===== src/rtl/uart_pkg.sv =====
// uart_pkg: shared constants and types for the UART transmit arbiter.
//   UART_FRAME_BITS : bit periods per frame (start + 8 data + stop)
//   arb_state_t     : arbiter FSM state encoding
package uart_pkg;

  localparam int UART_FRAME_BITS = 10;

  typedef enum logic [1:0] {
    ARB_IDLE = 2'd0,
    ARB_SEND = 2'd1,
    ARB_WAIT = 2'd2
  } arb_state_t;

endpackage


===== src/rtl/rr_pick.sv =====
// rr_pick: combinational round-robin priority picker.
//   valid [N]   : request vector
//   ptr   [IW]  : index of the last winner; search starts at ptr+1 and wraps
//   grant [N]   : one-hot winner, all-zero when nothing is valid
//   idx   [IW]  : index of the winner (0 when nothing is valid)
//   any         : at least one request is valid
module rr_pick #(
  parameter  int N  = 4,
  localparam int IW = $clog2(N)
) (
  input  logic [N-1:0]  valid,
  input  logic [IW-1:0] ptr,
  output logic [N-1:0]  grant,
  output logic [IW-1:0] idx,
  output logic          any
);

  // Walk the N positions after ptr; the first valid one wins. ptr itself is
  // visited last, so the previous winner has lowest priority.
  always_comb begin
    logic [IW-1:0] j;
    grant = '0;
    idx   = '0;
    any   = 1'b0;
    j     = '0;
    for (int k = 1; k <= N; k++) begin
      j = IW'((int'(ptr) + k) % N);
      if (!any && valid[j]) begin
        any      = 1'b1;
        grant[j] = 1'b1;
        idx      = j;
      end
    end
  end

endmodule


===== src/rtl/uart_tx_arbiter.sv =====
// uart_tx_arbiter: shares one uart_tx between NUM_REQ byte producers.
//   clk, rst_n   : clock, synchronous active-low reset
//   req_valid_i  : per-requester byte available
//   req_data_i   : per-requester byte
//   req_ready_o  : one-hot accept (combinational, IDLE only)
//   tx_send_o    : send strobe to uart_tx, SEND_CYCLES cycles per frame
//   tx_data_o    : byte to uart_tx, held until the next transfer
//   busy_o       : frame in flight (SEND or WAIT)
//   grant_id_o   : index of the last granted requester
// uart_tx has no busy flag, so the frame time is counted here: after a
// transfer the arbiter stays busy for FRAME_CLKS cycles, then re-arbitrates.
module uart_tx_arbiter
  import uart_pkg::*;
#(
  parameter  int NUM_REQ      = 4,
  parameter  int CLKS_PER_BIT = 868,
  parameter  int SEND_CYCLES  = 1,
  parameter  int GAP_CLKS     = 0,
  localparam int IW           = $clog2(NUM_REQ)
) (
  input  logic                    clk,
  input  logic                    rst_n,
  input  logic [NUM_REQ-1:0]      req_valid_i,
  input  logic [NUM_REQ-1:0][7:0] req_data_i,
  output logic [NUM_REQ-1:0]      req_ready_o,
  output logic                    tx_send_o,
  output logic [7:0]              tx_data_o,
  output logic                    busy_o,
  output logic [IW-1:0]           grant_id_o
);

  localparam int FRAME_CLKS = CLKS_PER_BIT * UART_FRAME_BITS + GAP_CLKS;
  localparam int CW         = $clog2(FRAME_CLKS + 1);
  localparam logic [CW-1:0] FRAME_TC = CW'(FRAME_CLKS);
  localparam logic [CW-1:0] SEND_TC  = CW'(SEND_CYCLES);

  arb_state_t           state;
  logic [CW-1:0]        cnt;   // 1-based index of the current busy cycle
  logic [IW-1:0]        ptr;
  logic [NUM_REQ-1:0]   pick;
  logic [IW-1:0]        pick_idx;
  logic                 pick_any;

  rr_pick #(.N(NUM_REQ)) u_pick (
    .valid (req_valid_i),
    .ptr   (ptr),
    .grant (pick),
    .idx   (pick_idx),
    .any   (pick_any)
  );

  // Gated by rst_n so a producer never sees a handshake the reset discards.
  assign req_ready_o = (state == ARB_IDLE && rst_n) ? pick : '0;

  always_ff @(posedge clk) begin
    if (!rst_n) begin
      state      <= ARB_IDLE;
      cnt        <= '0;
      ptr        <= IW'(NUM_REQ - 1);
      tx_send_o  <= 1'b0;
      tx_data_o  <= 8'h00;
      busy_o     <= 1'b0;
      grant_id_o <= '0;
    end else begin
      case (state)
        ARB_IDLE: begin
          if (pick_any) begin
            state      <= ARB_SEND;
            cnt        <= CW'(1);
            tx_send_o  <= 1'b1;
            busy_o     <= 1'b1;
            tx_data_o  <= req_data_i[pick_idx];
            grant_id_o <= pick_idx;
            ptr        <= pick_idx;
          end
        end
        ARB_SEND, ARB_WAIT: begin
          if (cnt == FRAME_TC) begin
            state     <= ARB_IDLE;
            cnt       <= '0;
            tx_send_o <= 1'b0;
            busy_o    <= 1'b0;
          end else begin
            cnt <= cnt + CW'(1);
            // strobe covers busy cycles 1..SEND_CYCLES
            if (cnt < SEND_TC) begin
              state     <= ARB_SEND;
              tx_send_o <= 1'b1;
            end else begin
              state     <= ARB_WAIT;
              tx_send_o <= 1'b0;
            end
          end
        end
        default: begin
          state     <= ARB_IDLE;
          tx_send_o <= 1'b0;
          busy_o    <= 1'b0;
        end
      endcase
    end
  end

endmodule


===== config.mk =====
export PLATFORM = sky130hd
export DESIGN_NAME = uart_tx_arbiter
export DESIGN_NICKNAME = d
export VERILOG_FILES = /design/src/rtl/uart_pkg.sv /design/src/rtl/rr_pick.sv /design/src/rtl/uart_tx_arbiter.sv
export SDC_FILE = /design/constraint.sdc
export NUM_CORES = 1
export LEC_CHECK = 0
export CORE_MARGIN = 10
export CORE_UTILIZATION = 45
export CTS_CLUSTER_DIAMETER = 200
export DETAILED_ROUTE_END_ITERATION = 6
export GPL_ROUTABILITY_DRIVEN = 1
export GPL_TIMING_DRIVEN = 1
export PLACE_DENSITY = 0.74
export SETUP_SLACK_MARGIN = 0.4
export SLEW_MARGIN = 20
export SYNTH_ARGS = -nofsm -noshare
export SYNTH_HDL_FRONTEND = slang
export SYNTH_SLANG_ARGS = --single-unit

===== constraint.sdc =====
create_clock -name clk -period 7.85 [get_ports clk]
set_input_delay 1.57 -clock clk [delete_from_list [all_inputs] [get_ports clk]]
set_output_delay 1.57 -clock clk [all_outputs]
set_load 0.1 [all_outputs]

==> results_dict.tcl <==
set metrics [dict create \
    outcome "finished, final reports clean" \
    antenna_left 0 \
    synth_cell_types 53 \
    synth_top_family_by_area "simple AND/OR/NAND/NOR gates" \
    rsz0062_at_grt "no" \
    ios 54 \
    cts_resized 0 \
    worstPathRequired_ns 6.28 \
    io_buffers 53 \
    critPathTopFamily "buffers and inverters" \
    initial_utilization_pct 45.8 \
    grt_max_degree 22 \
    cp_num_buf_inv 2 \
    postCtsSetupRepairBufs 0 \
    grt_usage_pct 13.1 \
    grt_pass1_wl_um 8460 \
    maxCapViolCount 0 \
    overflow 0 \
    setup_viol 0 \
    p_comb_share_pct 67.6 \
    fmax_ghz 0.162 \
    r2r_end "tx_data_o[3]" \
    syn-cell-area_um2 2150 \
    worst_slew_pin_slew_ns 1.01 \
    synth_warnings 0 \
    slew_viol_final 0 \
    slew_headroom_pct 32.2 \
    gp_congestion 0.890 \
    switching_share_pct 49.4 \
    fp.coreArea_um2 4690 \
    cts_root_buf "clkbuf_8" \
    synth_top_area_cell "dfxtp_1" \
    vias 1890 \
    ir_drop_mv 0.231 \
    internal-power_uw 579 \
    r2r_slack_ns 4.08 \
    cts.sinks 29 \
    antenna_found_initial 0 \
    syn_nets 294 \
    period_needed_ns 6.18 \
    ctsHoldBuffers 0 \
    antennaDiodeCount 0 \
    cp-start-kind "input port" \
    cp_slowest_stage_delay_ns 1.14 \
    yosys.area_share.simple_pct 19.8 \
    yosysMostFrequentCell "nor2_1" \
    synth_fa_ha_area_share_pct 6.98 \
    drc 0 \
    die_y_um 89.1 \
    critPathCapture "req_ready_o[2]" \
    path_max_fanout 13 \
    switchingPower_uw 565 \
    firstDrtPassIters 4 \
    die_w_um 89.1 \
    synth_ff_type "dfxtp_1" \
    pwr-share-clk_pct 13.7 \
    clk_pin_slew_ns 0.06 \
    p_per_area_nw_per_um2 410 \
    critPathSlowestCell "clkdlybuf4s50_1" \
    worstHoldPathCells 2 \
    drt_iter0_drc 79 \
    endpoint_kind "primary output" \
    dieArea_um2 7950 \
    cts_buffers 5 \
    hpwl_um 3740 \
    fin_crit_sh_pct 78.7 \
    cts_tree "built" \
    worstRegToRegCells 8 \
    synthXorXnorAreaFrac_pct 4.89 \
    critical_path_class "in -> out" \
    yosys.area.top_type_share_pct 27.0 \
    synth_area_per_cell_um2 8.81 \
    via_per_inst 5.48 \
    synth_enable_flop_cells 0 \
    startpoint "req_valid_i[0]" \
    grt_pass1_vias 1815 \
    final.setup.tns_ns 0 \
    insertion_delay_ns 0.28 \
    async_flop_share_pct 0 \
    path_depth 8 \
    yosys-top-cells-area "dfxtp_1 (27%), mux2i_1 (8.8%), ha_1 (7.0%), nor2_1 (5.4%), mux2_4 (4.9%)" \
    path_cells "clkdlybuf4s50_1 > mux4_2 > nor2b_4 > a22oi_1 > nor2_1 > a221oi_1 > nor2_1 > clkdlybuf4s50_1" \
    clock_path_buffers 2 \
    drt-total-wl_um 4940 \
    power_frac_seq_pct 18.7 \
    drive_above_1_share_pct 11.7 \
    synthMuxAreaShare_pct 17.4 \
    p_leak_uw 0.00109 \
    syn2layout_area_growth_pct 29.9 \
    cp.arrival_ns 4.61 \
    syn_inst 244 \
    netlist_top_cells_count "nor2_1 (31), dfxtp_1 (29), mux2i_1 (19)" \
    yosysSeqAreaShare_pct 27.0 \
    nets 340 \
    htreeDepth 2 \
    hold_viol 0 \
    row_count 25 \
    finClkSkew_ns 0.00588 \
    ys_seq_elements 29 \
    synth_compound_area_share_pct 18.0 \
    hp-class "reg -> reg" \
    total_power_uw 1140 \
    r2r_start "ptr[0]" \
    wire_per_inst_um 14.3 \
]
-- layer usage --
metal	track usage (%)	vias to the layer above	part of all wire, %
met3	6.11	2	11
met5	0	-	0
li1	-	962	-
met1	15.0	865	42
met2	21.3	61	47
met4	3.90	0	0.71
-- stage by stage --
step | area (um2) | hold WS (ns) | instances | util [%] | setup slack [ns]
3_3_place_gp | 2680 | 0.458 | 337 | 57.1 | 1.72
3_5_place_dp | 2680 | 0.462 | 337 | 57.1 | 1.69
6_report | 2790 | 0.471 | 345 | 59.5 | 1.67
5_1_grt | 2790 | 0.508 | 345 | 59.5 | 1.37
4_1_cts | 2790 | 0.475 | 345 | 59.5 | 1.68
2_1_floorplan | 2150 | 0.458 | 244 | - | 2.34
-- power by group through the flow --
stage | registers [uW] | clock network (uW) | logic [uW]
floorplan | 383 | 0 | 484
global placement | 216 | 0 | 771
detailed placement | 217 | 0 | 777
CTS | 214 | 162 | 781
global route | 219 | 166 | 832
finish | 214 | 157 | 774
-- cell families (layout without fill, tap and decap cells) --
group,Yosys count,in the layout
adders and majority gates,12,12
DFF,29,29
muxes,30,30
and+or+nand+nor,83,83
AOI/OAI and AO/OA,54,54
buffers and inverters,24,71
xor gates and xnor gates,12,12
-- worst min-delay path, stage by stage (launching register included) --
cell and delay (ns):
dfxtp_1 0.31, nand2b_1 0.06, a21boi_1 0.05
-- cell type report --
cell class	count	area, um2
inverter	8	30.0
sequential	29	581
clock inverter	1	30.0
multi-input combinational	191	1450
tap	54	67.6
clock buffer	7	86.3
timing repair buffer	55	546
fill	426	1900
-- worst min path at each step --
stage,start,endpoint,slack [ns]
final,grant_id_o[0],grant_id_o[0],0.47
after global placement,grant_id_o[0],grant_id_o[0],0.46
after floorplan,cnt[1],cnt[1],0.46
after CTS,grant_id_o[0],grant_id_o[0],0.48
after detailed placement,grant_id_o[0],grant_id_o[0],0.46
after global routing,grant_id_o[0],grant_id_o[0],0.51
-- registers in the layout, summed over array words and instances (netlist names) --
signal      count
busy_o          1
grant_id_o      2
state           2
ptr             2
cnt            14
tx_data_o       8
-- cell usage in the layout (no fill, tap or decap), types with 2 or more instances in the layout --
master / synthesis / final
nor3_1: 5 / 5
ha_1: 12 / 12
nand3_1: 9 / 9
nand4_1: 2 / 2
a21boi_0: 2 / 2
and3_1: 2 / 2
or4_1: 2 / 2
nor2_1: 31 / 31
a21oi_1: 3 / 3
a22oi_1: 4 / 4
mux4_2: 3 / 3
nand2_1: 12 / 12
a21o_1: 2 / 2
clkdlybuf4s50_1: 0 / 53
o21ai_0: 18 / 18
clkbuf_8: 0 / 6
mux2_4: 7 / 7
inv_1: 8 / 8
a221oi_1: 4 / 4
buf_4: 1 / 2
o32ai_1: 2 / 2
nand2b_1: 2 / 2
xor2_1: 11 / 11
nor2b_1: 5 / 5
a21oi_2: 8 / 8
dfxtp_1: 29 / 29
and2_1: 3 / 3
mux2i_1: 19 / 19
o22ai_1: 2 / 2
nor4b_1: 2 / 2
(Power assumes the default switching activity.)
